`src/rtl/svm_serial_mac_classifier.sv`:
```
// rtl/svm_serial_mac_classifier.sv - linear SVM scorer using one shared multiplier, one feature per cycle
module svm_serial_mac_classifier #(
  parameter int NUM_FEAT  = 11,
  parameter int IN_W      = 4,
  parameter int COEF_W    = 8,
  parameter int ACC_W     = 16,
  parameter int OUT_W     = 14,
  parameter logic [NUM_FEAT*COEF_W-1:0] COEFS = {
    8'sd64, 8'sd36, -8'sd7, -8'sd15, -8'sd23, 8'sd8,
    -8'sd24, 8'sd16, -8'sd4, -8'sd42, 8'sd17},
  parameter int INTERCEPT = 2763,
  parameter bit SAT_EN    = 1'b0
) (
  input  logic                     clk,
  input  logic                     rst_n,
  input  logic                     in_valid,
  output logic                     in_ready,
  input  logic [NUM_FEAT*IN_W-1:0] in_data,
  output logic                     out_valid,
  input  logic                     out_ready,
  output logic [OUT_W-1:0]         out_score,
  output logic                     out_class,
  output logic                     busy
);

  localparam int IDX_W  = (NUM_FEAT > 1) ? $clog2(NUM_FEAT) : 1;
  localparam int PROD_W = IN_W + 1 + COEF_W;
  localparam logic [IDX_W-1:0] LAST_IDX = IDX_W'(NUM_FEAT - 1);
  localparam logic signed [ACC_W-1:0] SAT_MAX = ACC_W'((64'sd1 <<< (OUT_W - 1)) - 64'sd1);
  localparam logic signed [ACC_W-1:0] SAT_MIN = ~SAT_MAX;

  typedef enum logic [1:0] {
    S_IDLE  = 2'd0,
    S_ACCUM = 2'd1,
    S_DONE  = 2'd2
  } state_t;

  state_t                    r_state;
  state_t                    w_state_next;
  logic [NUM_FEAT*IN_W-1:0]  r_feat;
  logic signed [ACC_W-1:0]   r_acc;
  logic [IDX_W-1:0]          r_idx;
  logic [OUT_W-1:0]          r_score;
  logic                      r_class;

  logic [IN_W-1:0]           w_feat_arr [NUM_FEAT];
  logic signed [COEF_W-1:0]  w_coef_arr [NUM_FEAT];
  logic signed [PROD_W-1:0]  w_prod;
  logic signed [ACC_W-1:0]   w_acc_next;
  logic [OUT_W-1:0]          w_score;
  logic                      w_accept;

  genvar g;
  generate
    for (g = 0; g < NUM_FEAT; g++) begin : g_unpack
      assign w_feat_arr[g] = r_feat[g*IN_W +: IN_W];
      assign w_coef_arr[g] = COEFS[g*COEF_W +: COEF_W];
    end
  endgenerate

  // Feature is zero-extended so it multiplies as a non-negative signed value.
  assign w_prod     = PROD_W'($signed({1'b0, w_feat_arr[r_idx]})) * PROD_W'(w_coef_arr[r_idx]);
  assign w_acc_next = r_acc + ACC_W'(w_prod);

  always_comb begin
    w_score = w_acc_next[OUT_W-1:0];
    if (SAT_EN) begin
      if (w_acc_next > SAT_MAX)
        w_score = SAT_MAX[OUT_W-1:0];
      else if (w_acc_next < SAT_MIN)
        w_score = SAT_MIN[OUT_W-1:0];
    end
  end

  always_ff @(posedge clk) begin
    if (!rst_n)
      r_state <= S_IDLE;
    else
      r_state <= w_state_next;
  end

  always_comb begin
    w_state_next = r_state;
    in_ready     = 1'b0;
    out_valid    = 1'b0;
    busy         = 1'b0;
    case (r_state)
      S_IDLE: begin
        in_ready = 1'b1;
        if (in_valid)
          w_state_next = S_ACCUM;
      end
      S_ACCUM: begin
        busy = 1'b1;
        if (r_idx == LAST_IDX)
          w_state_next = S_DONE;
      end
      S_DONE: begin
        out_valid = 1'b1;
        in_ready  = out_ready;
        if (out_ready)
          w_state_next = in_valid ? S_ACCUM : S_IDLE;
      end
      default: w_state_next = S_IDLE;
    endcase
  end

  assign w_accept = in_valid & in_ready;

  always_ff @(posedge clk) begin
    if (!rst_n) begin
      r_feat  <= '0;
      r_acc   <= '0;
      r_idx   <= '0;
      r_score <= '0;
      r_class <= 1'b0;
    end else if (w_accept) begin
      r_feat <= in_data;
      r_acc  <= ACC_W'(INTERCEPT);
      r_idx  <= '0;
    end else if (r_state == S_ACCUM) begin
      r_acc <= w_acc_next;
      if (r_idx == LAST_IDX) begin
        r_score <= w_score;
        r_class <= ~w_acc_next[ACC_W-1];
      end else begin
        r_idx <= r_idx + 1'b1;
      end
    end
  end

  assign out_score = r_score;
  assign out_class = r_class;

endmodule
```
`config.mk`:
```
export PLATFORM = sky130hd
export DESIGN_NAME = svm_serial_mac_classifier
export DESIGN_NICKNAME = d
export VERILOG_FILES = /design/src/rtl/svm_serial_mac_classifier.sv
export SDC_FILE = /design/constraint.sdc
export NUM_CORES = 1
export LEC_CHECK = 0
export ABC_AREA = 1
export BUFFER_PORTS_ARGS = -buffer_cell sky130_fd_sc_hd__buf_2
export CORE_AREA = 4 4 108 110
export DETAILED_ROUTE_END_ITERATION = 8
export DIE_AREA = 0 0 112 114
export PLACE_DENSITY = 0.74
export SLEW_MARGIN = 15
export SYNTH_ARGS = -nofsm -noshare
export SYNTH_HDL_FRONTEND = slang
export SYNTH_SLANG_ARGS = --single-unit
```
`constraint.sdc`:
```
create_clock -name clk -period 7.25 [get_ports clk]
set_input_delay 0.3625 -clock clk [delete_from_list [all_inputs] [get_ports clk]]
set_output_delay 0.3625 -clock clk [all_outputs]
set_load 0.05 [all_outputs]
```
==> Yosys cells after proc, flatten, opt, wreduce, memory -nomap -nowiden <==
Memories as Yosys holds them, arrays and structs flattened.
Index checks and enable logic that the tools add are counted.
{ "classes": {"addsub": 2, "multipliers": 1, "magnitude_cmp": 1, "eq_ne": 6, "mux": 15, "bitwise_logic": 6, "reduce_logical": 6} }
{ "ops": {"columns": ["op", "n"], "rows": [
  ["$mux 12", 2],
  ["$add 16x13->16", 1],
  ["$bmux 4 s4", 1],
  ["$mux 8", 2],
  ["$mul 5x8->13", 1],
  ["$mux 4", 2],
  ["$mux 2", 3],
  ["$ne 2x2->1 const B", 3],
  ["$pmux 2 s3", 1],
  ["$reduce_and 3->1", 2],
  ["$ge 5x5->1 const B", 1],
  ["$not 4->5", 1],
  ["$add 4x1->4 const B", 1],
  ["$eq 4x4->1 const B", 1],
  ["$not 1->1", 4],
  ["$mux 1", 3],
  ["$eq 2x1->1 const B", 1],
  ["$eq 2x2->1 const B", 1],
  ["$logic_not 2->1", 1],
  ["$pmux 1 s2", 1],
  ["$reduce_and 2->1", 1],
  ["$reduce_bool 2->1", 1],
  ["$reduce_or 2->1", 1],
  ["$and 1x1->1", 1]
]} }
{ "totals": {"reg_bits": 81, "romBits": 128, "inputBits": 48, "output_inout_bits": 18, "mem_count": 1} }
{ "mem_list": {"columns": ["memory", "depth", "width", "rd", "rd_ports_with_merged_regs", "write_ports", "line_no", "source"], "rows": [
  ["(name not given)", 16, 8, 1, 0, 0, "62", "assign w_prod = PROD_W'($signed({1'b0, w_feat_arr[r_idx]})) * PROD_W'(w_coef_arr[r_idx]);"]
]} }

==> Longest topological paths before layout <==
{ "logic_depth": {"word_depth": 8, "depth_mapped": 27, "depth_no_buf": 27} }

==> Worst setup path after synthesis <==
No wires, ideal clock.
{ "synth_timing": {"path_type": "reg2reg", "startpoint": "reg r_idx[0]", "endpoint": "reg r_acc[15]", "setup_time_ns": 0.109, "arrival_time_ns": 4.432, "required_ns": 7.141, "setup_slack_ns": 2.709, "path_stages_with_launch": 24, "path_buffers": 1, "synth_period_minus_slack_ns": 4.541, "cell_sequence": "dfxtp_1 -> inv_1 -> buf_2 -> ha_1 -> inv_1 -> nor2_1 -> nor3_1 -> nor2_1 -> nand2_1 -> inv_1 -> fa_1 -> fa_1 -> inv_1 -> fa_1 -> inv_1 -> ha_1 -> a21oi_1 -> nand2_1 -> a21oi_1 -> nand2_1 -> nand2_1 -> nand3_1 -> nand2_1 -> inv_1"} }
{ "synth_between": {"elab_chain_cells": 6} }
{ "synth_rtl": {"columns": ["element", "line_no", "source"], "rows": [
  ["start, declared", "42", "logic [IDX_W-1:0] r_idx;"],
  ["start signal, assigned", "127", "r_idx <= r_idx + 1'b1;"],
  ["$not 4->5 (not written as such) *", "62", null],
  ["$mem_v2 16x8 / $bmux 4 s4 (equally long branches)", null, null],
  ["$mux 8 (not written as such) / $mux 4 (equally long branches) (2 in series)", "62", null],
  ["$mul 5x8->13 *", "62", null],
  ["$add 16x13->16 *", "63", "assign w_acc_next = r_acc + ACC_W'(w_prod);"],
  ["end signal, assigned", "119", "r_acc <= ACC_W'(INTERCEPT);"],
  ["end signal, assigned", "122", "r_acc <= w_acc_next;"],
  ["end, declared", "41", "logic signed [ACC_W-1:0] r_acc;"]
]} }
Mark *: on every way between the ends. The rest lies on a longest branch, timed or not. The select of a mux whose other input is x is not followed.
A chain may end at the register's enable or synchronous reset.

==> Worst setup path in the final report <==
{ "layout_timing": {"startpoint": "reg r_idx[1]", "endpoint": "reg r_acc[15]"} }
Same word-level chain as after synthesis.

==> impl_metrics.json <==
{
  "grt.overflow.total": 0,
  "clk_root_buffer_cell": "clkbuf_8",
  "grt.total_usage": 0.2243,
  "slew_headroom": 0.3730,
  "final_nets": 1009,
  "period_share": 0.7151,
  "skew_ns": 0.01674,
  "drt-vias-per-instance": 4.991,
  "synth_area_um2": 5772,
  "yosys_register_bits": 81,
  "ios": 66,
  "grt_pass1_vias": 4900,
  "die_w_um": 112,
  "drc": 0,
  "drive_gt1_frac": 0.1152,
  "ant_nets": 0,
  "setup_violations": 0,
  "fin_util": 0.5920,
  "grt_max_degree": 71,
  "clk_path_buf_depth": 2,
  "yosysSeqAreaShare": 0.2809,
  "routabilityCongestion": 0.9467,
  "dieArea_um2": 12770,
  "cts_num_sinks": 81,
  "rsz0062_at_grt": "no",
  "avgRoutedWirePerCell_um": 13.11,
  "min_path_cells": 3,
  "yosys.area_share.adder": 0.2003,
  "dp_hpwl_um": 10620,
  "status": "finished clean",
  "r2r_start": "r_idx[1]",
  "clock.fmax_mhz": 192.9,
  "numPortBuffers": 65,
  "crit_type": "flip-flop to flip-flop",
  "vdd_drop_max_mv": 0.1335,
  "required_ns": 7.53,
  "cp.arrival_ns": 5.47,
  "tns_ns": 0,
  "rows": 38,
  "yosys.area_share.xor_xnor": 0.006070,
  "numCtsBuffers": 9,
  "syn_nets": 959,
  "num-fill-cells": 1038,
  "start_kind": "flip-flop",
  "start_util": 0.5395,
  "tightest_slew_ns": 0.9348,
  "clock_latency_ns": 0.37,
  "ctsResizeCount": 0,
  "r2r_slack_ns": 2.07,
  "n_antenna_cell": 0,
  "synth_top_area_cell": "dfxtp_1",
  "muxShareOfSynthArea": 0,
  "die_y_um": 114,
  "holdPathEnd": "r_feat[11]",
  "vias": 5161,
  "clk_pin_slew_ns": 0.09,
  "syn_avg_cell_area_um2": 6.879,
  "cts_tree": "done",
  "final_hold_viol_count": 0,
  "antenna_found_initial": 0,
  "synth_top_family_by_area": "simple AND/OR/NAND/NOR gates",
  "rr_worst_depth": 22,
  "powerDensity_nw_per_um2": 193.5,
  "cts_hold_buffers": 0,
  "cp_max_fo": 19,
  "critPathCaptureType": "flip-flop",
  "post_cts_buffers": 0,
  "r2r_end": "r_acc[15]",
  "yosys.area_share.simple": 0.2244,
  "synth.area.top_cells": "dfxtp_1 (28%), fa_1 (12%), inv_1 (11%)",
  "drt_iter0_markers": 362,
  "drv_slew": 0,
  "drv_cap": 0,
  "routed_wirelength_um": 13550,
  "p_leak_nw": 3.338,
  "ys_types": 33,
  "hp-start": "in_data[11]",
  "synth_compound_area_frac": 0.1455,
  "ys_warn_count": 0,
  "finalCriticalPeriod_ns": 5.185,
  "area_growth_pct": 9.733,
  "htreeDepth": 3,
  "grt_pass1_wl_um": 23310,
  "synthCells": 839,
  "synth_top_area_share": 0.2809,
  "worstHoldPathType": "input port to flip-flop",
  "dr.pass1.iters": 5,
  "core_um2": 10700
}
how the worst max path moves through the flow:
stage	cells after the start	end	slack [ns]	from
2_1_floorplan	23	r_acc[15]	2.71	r_idx[0]
3_3_place_gp	22	out_class	2.23	r_idx[1]
3_5_place_dp	22	out_class	2.11	r_idx[1]
4_1_cts	22	out_class	2.08	r_idx[1]
5_1_grt	22	r_acc[15]	1.47	r_idx[1]
6_report	22	r_acc[15]	2.07	r_idx[1]
placed cells by master, fill, tap and decap left out, types with 3 or more instances in the layout:
cell	n
a21oi_1	86
buf_2	65
buf_4	4
clkbuf_8	9
dfxtp_1	81
fa_1	34
ha_1	38
inv_1	174
inv_2	7
nand2_1	165
nand2_2	4
nand3_1	60
nand4_1	4
nor2_1	66
o211ai_1	6
o21ai_0	55
o21ai_1	4
o21bai_1	3
final cells by class:
class	count	area, um2	area share
sequential	81	1622	0.2560
tap	140	175.2	0.02766
clock inverter	6	42.54	0.006717
clock buffer	10	127.6	0.02015
multi-input combinational	546	3328	0.5255
inverter	182	683.2	0.1079
timing repair buffer	69	355.3	0.05610
kinds of logic after synthesis:
logic type / Yosys count
flip-flops: 81
XOR/XNOR: 4
adder cells (fa/ha/maj): 72
AND/OR/NAND/NOR: 310
AO/OA/AOI/OAI: 160
buffers and inverters: 212
report_power, final:
| part | internal, W | switching, W |
|---|---|---|
| Clock | 0.000126 | 0.000176 |
| Combinational | 0.000149 | 0.000280 |
| Sequential | 0.000474 | 0.0000204 |
| Total | 0.000749 | 0.000476 |
critical path, stage by stage (launching register included):
cell and delay [ns]:
dfxtp_1 0.74, inv_1 0.20, ha_1 0.32, inv_1 0.08
nor2_1 0.05, nor3_1 0.25, nor2_1 0.12, nand2_1 0.25
inv_1 0.20, fa_1 0.49, fa_1 0.50, inv_1 0.06
fa_1 0.54, inv_1 0.04, ha_1 0.34, a21oi_1 0.23
nand2_1 0.11, a21oi_1 0.22, nand2_1 0.10, nand2_1 0.07
nand3_1 0.07, nand2_1 0.08, inv_1 0.03
registers in the layout, indices dropped and copies added (netlist names):
signal / count
out_class: 1
out_score: 14
r_acc: 16
r_feat: 44
r_idx: 4
r_state: 2
per-stage QoR:
step,power [W],cells,hold WS [ns],cell area (um2),setup slack (ns)
after detailed placement,0.0009272,1018,0.4476,6163,2.111
after CTS,0.001230,1034,0.2474,6334,2.076
after global routing,0.001324,1034,0.2556,6334,1.468
after global placement,0.0009207,1018,0.4442,6163,2.233
final,0.001225,1034,0.2607,6334,2.065
after floorplan,0.0008184,839,0.4245,5772,2.709
synthesized netlist by cell type:
| cell type | n |
|---|---|
| nor2_4 | 2 |
| dfxtp_1 | 81 |
| o21ai_0 | 55 |
| xor2_1 | 2 |
| and2_1 | 1 |
| nand4_1 | 4 |
| fa_1 | 34 |
| a31oi_1 | 1 |
| buf_2 | 11 |
| or2_0 | 1 |
| a21o_1 | 1 |
| nand2_2 | 3 |
| a21oi_1 | 86 |
| clkinv_1 | 1 |
| xnor2_1 | 2 |
| nor2_2 | 2 |
| o221ai_1 | 2 |
| buf_4 | 4 |
| nand3_1 | 60 |
| clkbuf_1 | 15 |
| nor2_1 | 66 |
| o21ai_1 | 4 |
| o22ai_1 | 1 |
| ha_1 | 38 |
| a21oi_2 | 1 |
| o211ai_1 | 6 |
| inv_2 | 7 |
| nand3_2 | 1 |
| or2_2 | 2 |
| o21bai_1 | 3 |
| nor3_1 | 2 |
| inv_1 | 174 |
| nand2_1 | 166 |
layer usage:
layer  share of wire  up-vias  GRT usage
met5               0        -          0
met2            0.42      136     0.3325
li1                -     2704          -
met3           0.059       22    0.03873
met4           0.016        0    0.06651
met1            0.51     2299     0.3359
No activity file was read; power rests on OpenSTA's default activity.
